==> src/rtl/md_pkg.sv <==
// ============================================================================
// Module   : md_pkg
// Desc     : Shared state encoding, divider constants and helpers for md_ctrl.
// Revision : 1.0 - initial release
// ============================================================================
`default_nettype none

package md_pkg;

    localparam int DIV_ITER = 32;
    localparam int CNT_W    = 5;

    typedef enum logic [2:0] {
        ST_IDLE = 3'd0,
        ST_MULT = 3'd1,
        ST_DIV  = 3'd2,
        ST_FIX  = 3'd3,
        ST_DONE = 3'd4
    } md_state_t;

    // Absolute value of an operand when it is to be treated as signed.
    function automatic logic [31:0] magnitude(input logic [31:0] v, input logic sgn);
        return (sgn && v[31]) ? (~v + 32'd1) : v;
    endfunction

endpackage

`default_nettype wire

==> src/rtl/md_div_step.sv <==
// ============================================================================
// Module   : div_step
// Desc     : One restoring shift-subtract iteration of the unsigned divider.
// Revision : 1.0 - initial release
// ============================================================================
`default_nettype none

module div_step (
    input  logic [31:0] rem,
    input  logic        dbit,
    input  logic [31:0] divisor,
    output logic [31:0] next_rem,
    output logic        qbit
);

    logic [32:0] w_shift;
    logic [32:0] w_diff;

    // rem < divisor always holds, so the shifted value fits in 33 bits and
    // bit 32 of the difference is a clean borrow flag.
    assign w_shift  = {rem, dbit};
    assign w_diff   = w_shift - {1'b0, divisor};
    assign qbit     = ~w_diff[32];
    assign next_rem = qbit ? w_diff[31:0] : w_shift[31:0];

endmodule

`default_nettype wire

==> src/rtl/md_ctrl.sv <==
// ============================================================================
// Module   : md_ctrl
// Desc     : Multi-cycle MULT/DIV unit driving the HI/LO register file.
// Revision : 1.0 - initial release
// ============================================================================
`default_nettype none

module md_ctrl
    import md_pkg::*;
(
    input  logic        clk,
    input  logic        resetn,
    input  logic        start_div,
    input  logic        start_mult,
    input  logic        sign,
    input  logic        annul,
    input  logic [31:0] opa,
    input  logic [31:0] opb,
    output logic        stall,
    output logic        busy,
    output logic        hi_we,
    output logic        lo_we,
    output logic [31:0] hi_out,
    output logic [31:0] lo_out
);

    md_state_t          r_state;
    logic [CNT_W-1:0]   r_cnt;
    logic [31:0]        r_opa;
    logic [31:0]        r_opb;
    logic               r_sign;
    logic [31:0]        r_rem;
    logic [31:0]        r_quo;
    logic [31:0]        r_dvs;
    logic [31:0]        r_hi;
    logic [31:0]        r_lo;

    logic               w_accept;
    logic               w_we;
    logic [63:0]        w_ext_a;
    logic [63:0]        w_ext_b;
    logic [63:0]        w_prod;
    logic [31:0]        w_next_rem;
    logic               w_qbit;
    logic               w_neg_q;
    logic               w_neg_r;
    logic [31:0]        w_q_fix;
    logic [31:0]        w_r_fix;

    assign w_accept = (r_state == ST_IDLE) && !annul && (start_div || start_mult);

    assign stall  = resetn && (w_accept || (r_state == ST_MULT) ||
                               (r_state == ST_DIV) || (r_state == ST_FIX));
    assign busy   = resetn && (r_state != ST_IDLE);
    assign w_we   = resetn && (r_state == ST_DONE) && !annul;
    assign hi_we  = w_we;
    assign lo_we  = w_we;
    assign hi_out = resetn ? r_hi : 32'd0;
    assign lo_out = resetn ? r_lo : 32'd0;

    // Extending both operands to 64 bits makes one truncated multiply serve
    // both the signed and unsigned cases.
    assign w_ext_a = {{32{r_sign & r_opa[31]}}, r_opa};
    assign w_ext_b = {{32{r_sign & r_opb[31]}}, r_opb};
    assign w_prod  = w_ext_a * w_ext_b;

    assign w_neg_q = r_sign && (r_opa[31] ^ r_opb[31]);
    assign w_neg_r = r_sign && r_opa[31];
    assign w_q_fix = w_neg_q ? (~r_quo + 32'd1) : r_quo;
    assign w_r_fix = w_neg_r ? (~r_rem + 32'd1) : r_rem;

    div_step u_div_step (
        .rem      (r_rem),
        .dbit     (r_quo[31]),
        .divisor  (r_dvs),
        .next_rem (w_next_rem),
        .qbit     (w_qbit)
    );

    always_ff @(posedge clk) begin
        if (!resetn) begin
            r_state <= ST_IDLE;
            r_cnt   <= '0;
            r_opa   <= '0;
            r_opb   <= '0;
            r_sign  <= 1'b0;
            r_rem   <= '0;
            r_quo   <= '0;
            r_dvs   <= '0;
            r_hi    <= '0;
            r_lo    <= '0;
        end else begin
            case (r_state)
                ST_IDLE: begin
                    if (w_accept) begin
                        r_opa   <= opa;
                        r_opb   <= opb;
                        r_sign  <= sign;
                        r_cnt   <= '0;
                        r_rem   <= '0;
                        r_quo   <= magnitude(opa, sign);
                        r_dvs   <= magnitude(opb, sign);
                        r_state <= start_div ? ST_DIV : ST_MULT;
                    end
                end
                ST_MULT: begin
                    if (annul) begin
                        r_state <= ST_IDLE;
                    end else begin
                        r_hi    <= w_prod[63:32];
                        r_lo    <= w_prod[31:0];
                        r_state <= ST_DONE;
                    end
                end
                ST_DIV: begin
                    if (annul) begin
                        r_state <= ST_IDLE;
                    end else begin
                        // Dividend bits shift out of r_quo's top as quotient bits enter its bottom.
                        r_rem <= w_next_rem;
                        r_quo <= {r_quo[30:0], w_qbit};
                        r_cnt <= r_cnt + CNT_W'(1);
                        if (r_cnt == CNT_W'(DIV_ITER - 1)) begin
                            r_state <= ST_FIX;
                        end
                    end
                end
                ST_FIX: begin
                    if (annul) begin
                        r_state <= ST_IDLE;
                    end else begin
                        if (r_opb == 32'd0) begin
                            r_hi <= r_opa;
                            r_lo <= 32'hFFFF_FFFF;
                        end else begin
                            r_hi <= w_r_fix;
                            r_lo <= w_q_fix;
                        end
                        r_state <= ST_DONE;
                    end
                end
                ST_DONE: begin
                    r_state <= ST_IDLE;
                end
                default: begin
                    r_state <= ST_IDLE;
                end
            endcase
        end
    end

endmodule

`default_nettype wire

==> config.mk <==
export PLATFORM = sky130hd
export DESIGN_NAME = md_ctrl
export DESIGN_NICKNAME = d
export VERILOG_FILES = /design/src/rtl/md_pkg.sv /design/src/rtl/md_div_step.sv /design/src/rtl/md_ctrl.sv
export SDC_FILE = /design/constraint.sdc
export NUM_CORES = 2
export LEC_CHECK = 0
export ABC_CLOCK_PERIOD_IN_PS = 7650
export CELL_PAD_IN_SITES_DETAIL_PLACEMENT = 1
export CELL_PAD_IN_SITES_GLOBAL_PLACEMENT = 1
export CORE_AREA = 2 2 353 355
export DETAILED_ROUTE_END_ITERATION = 10
export DIE_AREA = 0 0 355 357
export PLACE_DENSITY_LB_ADDON = 0.1
export SETUP_SLACK_MARGIN = 0.3
export SLEW_MARGIN = 25
export SYNTH_ARGS = -nofsm -noshare
export SYNTH_HDL_FRONTEND = slang
export SYNTH_HIERARCHICAL = 1
export SYNTH_SLANG_ARGS = --single-unit
==> constraint.sdc <==
create_clock -name clk -period 7.65 [get_ports clk]
set_clock_uncertainty 0.1 [all_clocks]
set_input_delay 1.1475 -clock clk [delete_from_list [all_inputs] [get_ports clk]]
set_output_delay 1.1475 -clock clk [all_outputs]
set_load 0.01 [all_outputs]
==> results_dict.tcl <==
set metrics [dict create \
    fp.dieH_um 357 \
    cp_slowest_cell "fa_1" \
    avgSynthCellArea_sq_um 8.54 \
    root_buffer "clkbuf_16" \
    worst_ep_arrival_time_ns 8.13 \
    cts_hold_buffers 0 \
    ant_nets 0 \
    final_design_area_no_fill_sq_um 64200 \
    gp_congestion 0.930 \
    ios 138 \
    required_ns 8.03 \
    synth_cell_types 95 \
    sw_frac_of_total_pct 44.7 \
    ys_ff_latch 232 \
    grt_overflow 0 \
    ir_drop_mv 0.181 \
    p_clk_share_pct 22.0 \
    firstDrtPassIters 5 \
    nets 8010 \
    clockBufferDepth 3 \
    period_share_pct 101 \
    postPlaceCellArea_sq_um 58900 \
    start_util_pct 42.7 \
    io_buffers 137 \
    worstHoldPathType "register to register" \
    synth_largest_area_cell "fa_1" \
    syn_nets 7600 \
    yosysTopAreaCellShare_pct 42.9 \
    drt_first_iter_violations 2841 \
    post-dp-hpwl_um 152000 \
    maxSlewHeadroom_pct 31.0 \
    cap_violations 0 \
    dp_cells 7985 \
    ys_seq_area_share_pct 8.84 \
    grt_pass1_vias 49000 \
    cts_tree "yes" \
    finalPower_uw 6700 \
    slowest_delay_ns 0.59 \
    combPwrFrac_pct 57.3 \
    cp_max_fo 11 \
    status "finished, violations left" \
    grt_setup_unrepaired "yes" \
    power_leakage_uw 0.0300 \
    fin_util_pct 52.2 \
    drt-total-wl_um 207000 \
    synth_enable_flop_cells 0 \
    setup_slack_ns -0.0971 \
    synth_warnings 6 \
    cp-start-kind "register" \
    tightest_slew_ns 1.03 \
    cp-end-kind "register" \
    synth_cells 6153 \
    dieArea_sq_um 127000 \
    layout_commonest_cell "inv_1" \
    synthArstFlopShare_pct 0 \
    antenna_found_initial 7 \
    min_period_ns 7.75 \
    finalSetupViolCount 8 \
    hold_violations 0 \
    num_vias 44500 \
    ys.flop_type "dfxtp_1" \
    p_switching_uw 3000 \
    cts_buffers 29 \
    power_density_nw_per_um2 104 \
    clock.fmax_ghz 0.129 \
    grt_max_degree 94 \
    grt_pass1_wl_um 305000 \
    clock_sinks 232 \
    area_delta_synth_final_pct 22.2 \
    p_seq_share_pct 20.7 \
    grtUsageTotal_pct 32.0 \
    p_int_uw 3700 \
    core_area_sq_um 123000 \
    route.detailed.drc 0 \
    clk_pin_slew_ns 0.06 \
    rows 129 \
    r2r_setup_slack_ns -0.1 \
    drv_slew 0 \
    worstHoldPathCells 2 \
    timing.critical_path.mode_cell "fa_1" \
    layout_common_cells "1116 x inv_1, 1072 x fa_1, 973 x nand2_1" \
    wl_per_cell_um 25.2 \
    insertion_delay_ns 0.64 \
    violations "setup timing" \
    synthTopCellsByArea "fa_1 43%, dfxtp_1 8.8%, inv_1 8.4%" \
    htree_num_levels 1 \
    viasPerCell 5.42 \
    synth_area_sq_um 52500 \
    reg2reg_depth 29 \
    die_w_um 355 \
    crit_type "register to register" \
    final_cell_count_no_fill 8223 \
    layout-drive-gt1-share_pct 17.4 \
]
state kept, by name (all words and copies together), names as in the netlist:
| signal | cells |
|---|---|
| r_state | 3 |
| r_hi | 32 |
| r_lo | 32 |
| r_dvs | 31 |
| r_sign | 1 |
| r_cnt | 5 |
| r_opb | 32 |
| r_quo | 32 |
| r_opa | 32 |
| r_rem | 32 |
worst paths after layout:
check / to / start
max: r_hi[20] / r_opb[8]
max reg2reg: r_hi[20] / r_opb[8]
min reg2reg: r_lo[6] / r_lo[6]
min: r_lo[6] / r_lo[6]
per-layer routing:
metal	vias up	wire, um	GRT usage (%)
met5	-	41	0
met4	6	10300	10.7
met3	372	10800	3.97
met2	1146	102000	55.7
met1	23500	84200	41.3
li1	19500	-	-
final cells by class:
class / instances / area [sq um]
tap: 1637 / 2050
fill: 14200 / 58800
inverter: 1177 / 4430
antenna: 1 / 2.50
clock buffer: 45 / 866
multi-input combinational: 4328 / 43400
sequential: 232 / 4780
clock inverter: 8 / 87.6
timing repair buffer: 795 / 8580
cell families after synthesis:
group,share of synthesized area [%]
and+or+nand+nor,17.2
xor gates and xnor gates,3.42
muxes,0.822
adders and majority gates,48.9
buffers and inverters,11.5
AOI/OAI and AO/OA,9.39
DFF,8.84
cell usage after synthesis (19+ instances only):
| master | count |
|---|---|
| nor4_1 | 23 |
| nand2_1 | 994 |
| nand4_1 | 26 |
| xor2_1 | 89 |
| o21ai_0 | 130 |
| xnor2_1 | 114 |
| o221ai_1 | 19 |
| mux2_4 | 26 |
| nor2_1 | 235 |
| a21o_1 | 59 |
| nor3_1 | 34 |
| or3_1 | 23 |
| dfxtp_1 | 232 |
| ha_1 | 251 |
| inv_1 | 1174 |
| nand3_1 | 68 |
| o211ai_1 | 30 |
| a21oi_1 | 324 |
| fa_1 | 1126 |
| and2_1 | 421 |
| clkbuf_1 | 399 |
| a211oi_1 | 67 |
| and3_1 | 33 |
power groups by stage:
stage	registers, uW	clock network, uW	logic (uW)
floorplan	1350	0	1830
global placement	1400	0	3190
detailed placement	1400	0	3240
CTS	1380	1490	3600
global route	1400	1530	4130
finish	1390	1470	3840
what timing repair did:
action,CTS,global route
cloned,21,10
pin swaps,145,224
buffers inserted,89,64
endpoints found under the setup margin,40,43
resized for setup,271,264
stage by stage:
step	TNS [ns]	worst slack, ns	hold WS [ns]
after CTS	0	0.0326	0.351
after detailed placement	-3.87	-0.349	0.342
final	-0.386	-0.0971	0.347
after global placement	-1.62	-0.261	0.337
after global routing	-3.87	-0.277	0.371
after floorplan	-0.00108	-0.00108	0.327
critical path: cells and delay by family, from the launching register on:
kind / cells / cell delay [ns]
buffers and inverters: 9 / 1.00
AND/OR/NAND/NOR: 6 / 0.85
adder cells (fa/ha/maj): 9 / 4.37
AO/OA/AOI/OAI: 4 / 0.77
flip-flops: 1 / 0.37
XOR/XNOR: 1 / 0.14
Note: power is estimated with default switching activity, not from simulation.
